$ cat src/rtl/serial_adder.sv
// serial_adder: bit-serial WIDTH-bit adder with a start/done handshake.
// One operand bit pair is consumed per clock, LSB first, through a single
// full-adder slice. The sum, carry-out and two's-complement overflow are
// registered on the completing edge and held until the next completion.
//
// Ports:
//   clk      clock; all state updates on the rising edge
//   rst_n    asynchronous active-low reset
//   start    request; accepted only while idle
//   a, b     operands, captured on the accepting edge
//   cin      carry-in, captured on the accepting edge
//   busy     high while an operation is in progress
//   done     one-cycle completion pulse
//   result   (a + b + cin) mod 2^WIDTH
//   cout     carry out of the MSB
//   OverFlow carry into the MSB XOR carry out of the MSB
module serial_adder #(
   parameter int unsigned WIDTH = 4
) (
   input  logic             clk,
   input  logic             rst_n,
   input  logic             start,
   input  logic [WIDTH-1:0] a,
   input  logic [WIDTH-1:0] b,
   input  logic             cin,
   output logic             busy,
   output logic             done,
   output logic [WIDTH-1:0] result,
   output logic             cout,
   output logic             OverFlow
);

   localparam int unsigned CntW = $clog2(WIDTH);
   localparam logic [CntW-1:0] CntLast = CntW'(WIDTH - 1);

   typedef enum logic {StIdle, StRun} state_e;

   state_e           state_q, state_d;
   logic [WIDTH-1:0] a_sh_q, a_sh_d;
   logic [WIDTH-1:0] b_sh_q, b_sh_d;
   logic [WIDTH-1:0] s_sh_q, s_sh_d;
   logic             c_q, c_d;
   logic [CntW-1:0]  cnt_q, cnt_d;
   logic [WIDTH-1:0] result_q, result_d;
   logic             cout_q, cout_d;
   logic             ovf_q, ovf_d;
   logic             done_q, done_d;

   // Full-adder slice on the current LSBs.
   logic s;
   logic c_new;
   logic c_prev;  // carry into the bit being processed

   assign c_prev = c_q;
   assign s      = a_sh_q[0] ^ b_sh_q[0] ^ c_q;
   assign c_new  = (a_sh_q[0] & b_sh_q[0]) | (a_sh_q[0] & c_q) | (b_sh_q[0] & c_q);

   always_ff @(posedge clk or negedge rst_n) begin
      if (!rst_n) begin
         state_q  <= StIdle;
         a_sh_q   <= '0;
         b_sh_q   <= '0;
         s_sh_q   <= '0;
         c_q      <= 1'b0;
         cnt_q    <= '0;
         result_q <= '0;
         cout_q   <= 1'b0;
         ovf_q    <= 1'b0;
         done_q   <= 1'b0;
      end else begin
         state_q  <= state_d;
         a_sh_q   <= a_sh_d;
         b_sh_q   <= b_sh_d;
         s_sh_q   <= s_sh_d;
         c_q      <= c_d;
         cnt_q    <= cnt_d;
         result_q <= result_d;
         cout_q   <= cout_d;
         ovf_q    <= ovf_d;
         done_q   <= done_d;
      end
   end

   always_comb begin
      state_d  = state_q;
      a_sh_d   = a_sh_q;
      b_sh_d   = b_sh_q;
      s_sh_d   = s_sh_q;
      c_d      = c_q;
      cnt_d    = cnt_q;
      result_d = result_q;
      cout_d   = cout_q;
      ovf_d    = ovf_q;
      done_d   = 1'b0;

      unique case (state_q)
         StIdle: begin
            if (start) begin
               a_sh_d  = a;
               b_sh_d  = b;
               c_d     = cin;
               cnt_d   = '0;
               s_sh_d  = '0;
               state_d = StRun;
            end
         end
         StRun: begin
            a_sh_d = a_sh_q >> 1;
            b_sh_d = b_sh_q >> 1;
            c_d    = c_new;
            s_sh_d = {s, s_sh_q[WIDTH-1:1]};
            cnt_d  = cnt_q + CntW'(1);
            if (cnt_q == CntLast) begin
               // The final sum bit lands in the MSB on this same edge.
               result_d = {s, s_sh_q[WIDTH-1:1]};
               cout_d   = c_new;
               ovf_d    = c_prev ^ c_new;
               done_d   = 1'b1;
               state_d  = StIdle;
            end
         end
      endcase
   end

   assign busy     = (state_q == StRun);
   assign done     = done_q;
   assign result   = result_q;
   assign cout     = cout_q;
   assign OverFlow = ovf_q;

endmodule

$ cat config.mk
export PLATFORM = sky130hd
export DESIGN_NAME = serial_adder
export DESIGN_NICKNAME = d
export VERILOG_FILES = /design/src/rtl/serial_adder.sv
export SDC_FILE = /design/constraint.sdc
export NUM_CORES = 1
export LEC_CHECK = 0
export ABC_AREA = 1
export CORE_ASPECT_RATIO = 1.25
export CORE_UTILIZATION = 45
export DETAILED_ROUTE_END_ITERATION = 12
export GPL_TIMING_DRIVEN = 0
export PLACE_DENSITY = 0.72
export SKIP_CTS_REPAIR_TIMING = 1
export SLEW_MARGIN = 20
export SYNTH_ARGS = -nofsm -noshare
export SYNTH_HDL_FRONTEND = slang
export SYNTH_SLANG_ARGS = --single-unit
$ cat constraint.sdc
create_clock -name clk -period 1.7 [get_ports clk]
set_clock_uncertainty 0.2 [all_clocks]
set_input_delay 0.51 -clock clk [delete_from_list [all_inputs] [get_ports clk]]
set_output_delay 0.51 -clock clk [all_outputs]
set_load 0.1 [all_outputs]
; Yosys cells after proc, flatten, opt, wreduce, memory -nomap -nowiden
; Index checks and enable logic that the tools add are counted.
[op_classes]
addsub = 1
n_mul = 0
div_mod_pow = 0
n_lt_le_gt_ge = 0
eq_ne = 2
n_shift = 0
muxes = 15
bitwise = 9
reduce_logical = 1
[op_table]
columns = cell, count
row1 = $pmux 4 s2, 3
row2 = $mux 4, 3
row3 = $mux 1, 5
row4 = $pmux 1 s2, 2
row5 = $pmux 2 s2, 1
row6 = $and 1x1->1, 3
row7 = $xor 1x1->1, 3
row8 = $add 2x1->2 const B, 1
row9 = $eq 2x2->1 const B, 1
row10 = $mux 2, 1
row11 = $ne 2x2->1 const B, 1
row12 = $or 1x1->1, 2
row13 = $reduce_and 2->1, 1
row14 = $not 1->1, 1
[word_totals]
register_bits = 23
latchBits = 0
mem_bits_rw = 0
romBits = 0
input_bits = 12
out_inout_bits = 8
word_cells = 38
n_memories = 0

; Longest topological paths before layout
[depth]
word_depth = 4
mapped_depth = 5
mapped_depth_nobuf = 5

; Worst setup path after synthesis
; OpenSTA, ideal clock, no wires.
[synth_timing]
path_type = register to register
from = register state_q, in the netlist busy
to = register cout_q, in the netlist cout
setup_ns = 0.125
t_arrival_ns = 1.596
required_ns = 1.375
setup_slack_ns = -0.221
path_stages_with_launch = 6
n_path_buf = 2
path_cell_list = dfrtp_1 buf_4 nand2_1 buf_2 nand2_1 o21ai_1
[synth_via]
elab_chain_len = 1
[synth_lines]
columns = item, line
row1 = "start, declared", 38  ; state_e state_q, state_d;
row2 = "start signal, assigned", 60  ; state_q <= StIdle;
row3 = "start signal, assigned", 71  ; state_q <= state_d;
row4 = $reduce_and 2->1 (no source line), n/a
row5 = "end signal, assigned", 78  ; cout_q <= cout_d;
row6 = "end, declared", 45  ; logic cout_q, cout_d;
; Every way passes these cells.
; A chain may end at the register's enable or synchronous reset.

; Worst setup path in the final report
[layout_timing]
from = register state_q, in the netlist busy
to = output busy
[layout_lines]
columns = item, line
row1 = "end, declared", 26  ; output logic busy,
; No word-level cell between the ends.

==> flow_summary.json <==
{
  "grt_overflow": 0,
  "finalWirelength_mm": 1.46,
  "postSynthAreaPerCell_um2": 9.16,
  "ys_seq_area_share_pct": 60.1,
  "die_x_um": 42.4,
  "grt_pass1_wl_mm": 2.68,
  "rsz0062_at_grt": "no",
  "syn_to_final_growth_pct": 25.3,
  "cp-start-kind": "register",
  "htree_levels": 1,
  "max_stage_delay_ns": 0.42,
  "synth_top_family_by_area": "simple AND/OR/NAND/NOR gates",
  "min_path_type": "register to register",
  "cts_buffers": 3,
  "die_area_um2": 2220,
  "peakVddDrop_mv": 0.780,
  "antenna_found_initial": 0,
  "grt_use_total_pct": 15.9,
  "worstSetupPathType": "register to output pin",
  "viasPerCell": 4.89,
  "cts.sinks": 22,
  "worstSkewPairLatency_ns": 0.30,
  "wl_met3_um": 60,
  "powerDensity_nw_per_um2": 1960,
  "intPower_mw": 1.13,
  "whs_ns": 0.290,
  "layout-drive-gt1-share_pct": 16.3,
  "synth.area.mux_share_pct": 0,
  "drt-pass1-iter-count": 2,
  "timing.final.crit_share_pct": 98.1,
  "synthSimpleGateAreaFrac_pct": 26.1,
  "syn_nets": 114,
  "cp_data_arrival_time_ns": 0.96,
  "start_util_pct": 50.1,
  "netSwitchingFraction_pct": 49.7,
  "setup_viol": 0,
  "worst_pin_slew_ns": 0.477,
  "clock-root-buffer": "clkbuf_4",
  "cts_tree": "built",
  "cap_viol_max_count": 0,
  "io-pin-count": 20,
  "multi_input_area_um2": 312,
  "path_clk_slew_ns": 0.12,
  "path_cells": "buf_6",
  "num-nets-final": 138,
  "synth_seq_cells": 22,
  "total_power_mw": 2.24,
  "path_max_fanout": 3,
  "required_ns": 0.99,
  "seq_area_um2": 552,
  "max_freq_mhz": 600,
  "drtIter0Drc": 16,
  "grt_pass1_vias": 665,
  "dieHeight_um": 52.4,
  "via_count": 695,
  "ys_types": 13,
  "status": "completed",
  "max-slew-margin-rel_pct": 68.2,
  "cpLargestDelayFamily": "flip-flops",
  "crit_slowest_cell": "dfrtp_2",
  "clockBufferDepth": 2,
  "seqPwrFrac_pct": 37.9,
  "hpwl_mm": 1.08,
  "power.switching_mw": 1.12,
  "drt-met1-wl_um": 691,
  "end_kind": "output pin",
  "yosys_warnings": 0,
  "report.final.slew_viol_count": 0,
  "p_comb_share_pct": 51.5,
  "wl_per_cell_um": 10.3,
  "grt_max_degree": 23,
  "portBuffers": 18,
  "drc": 0,
  "wl_met2_um": 696,
  "coreArea_um2": 1830,
  "dr.max_layer_used": "met4",
  "fillerInstances": 187,
  "leakage_nw": 0.582,
  "syn_inst": 100,
  "path_buf_inv": 1,
  "drt.antenna.violating_nets": 0,
  "yosys.area_share.xor_xnor_pct": 0,
  "synth_compound_area_share_pct": 4.37,
  "finalHoldViolations": 0,
  "synthesis.area_um2": 916,
  "rows": 17,
  "clkPwrFrac_pct": 10.5,
  "fin_crit_ns": 1.67,
  "routabilityCongestion": 0.743,
  "synth-adder-area-share_pct": 3.55,
  "antenna_cells": 0
}
path summary, 6_finish.rpt:
kind	start	end	slack, ns	cells past startpoint
max	busy	busy	0.03	1
max reg2reg	a_sh_q[0]	OverFlow	0.24	5
min	OverFlow	OverFlow	0.29	2
min in group asynchronous	rst_n	result[1]	0.48	2
max in group asynchronous	rst_n	busy	0.47	2
min reg2reg	OverFlow	OverFlow	0.29	2
power by group through the flow:
stage	clock [mW]	combinational (mW)	sequential (mW)
after floorplan	0	0.384	1.36
after global placement	0	1.15	0.854
after detailed placement	0	1.17	0.858
after CTS	0.239	1.17	0.847
after global routing	0.262	1.26	0.879
final	0.236	1.16	0.852
state kept, by name, summed over array words and instances (netlist names), 2 cells and up:
name / count
a_sh_q: 4
b_sh_q: 4
cnt_q: 2
result: 4
s_sh_q: 3
per-layer routing:
metal,track usage [%],vias to the layer above
met5,0,-
met4,4.69,0
met3,2.07,4
met2,29.5,19
met1,19.1,310
li1,-,362
synthesized netlist by cell type, drive strengths merged:
cell / number / area [um2]
nand3: 17 / 85.1
o21ai: 8 / 40.0
inv: 7 / 26.3
nand2: 37 / 139
fa: 1 / 20.0
ha: 1 / 12.5
dfrtp: 22 / 551
buf: 5 / 27.5
nor2: 2 / 15.0
worst register-to-register path, cell delays in order (launching register included):
cell	delay, ns
dfrtp_1	0.42
fa_1	0.47
inv_1	0.10
nand2_1	0.06
nand3_1	0.08
nand2_1	0.05
through the flow:
stage	setup TNS, ns	std cells	util (%)	area, um2	worst slack, ns
final	0	142	62.7	1150	0.0327
after global routing	0	142	62.7	1150	0.000972
after CTS	-6.44	141	62.7	1150	-0.871
after detailed placement	-8.80	137	61.3	1120	-0.524
after global placement	-8.26	137	61.3	1120	-0.528
after floorplan	0	100	-	917	0.0920
placed cells by master, fill, tap and decap left out, drive strengths merged:
cell type and instances:
nand2 37, dfrtp 22, nand3 17, buf 13, clkdlybuf4s50 9, o21ai 8, inv 7, clkbuf 5
nor2 2, fa 1, ha 1, dlygate4sd3 1
cells by family after synthesis:
logic type                 Yosys count
adders and majority gates            2
DFF                                 22
and+or+nand+nor                     56
buffers and inverters               12
AOI/OAI and AO/OA                    8
area by class of cell:
cell class | count | area share, %
Multi-Input combinational cell | 66 | 27.2
Timing Repair Buffer | 19 | 15.7
Tap cell | 19 | 2.07
Buffer | 5 | 2.40
Sequential cell | 22 | 48.1
Clock buffer | 4 | 2.29
Inverter | 7 | 2.29
(Power assumes the default switching activity.)
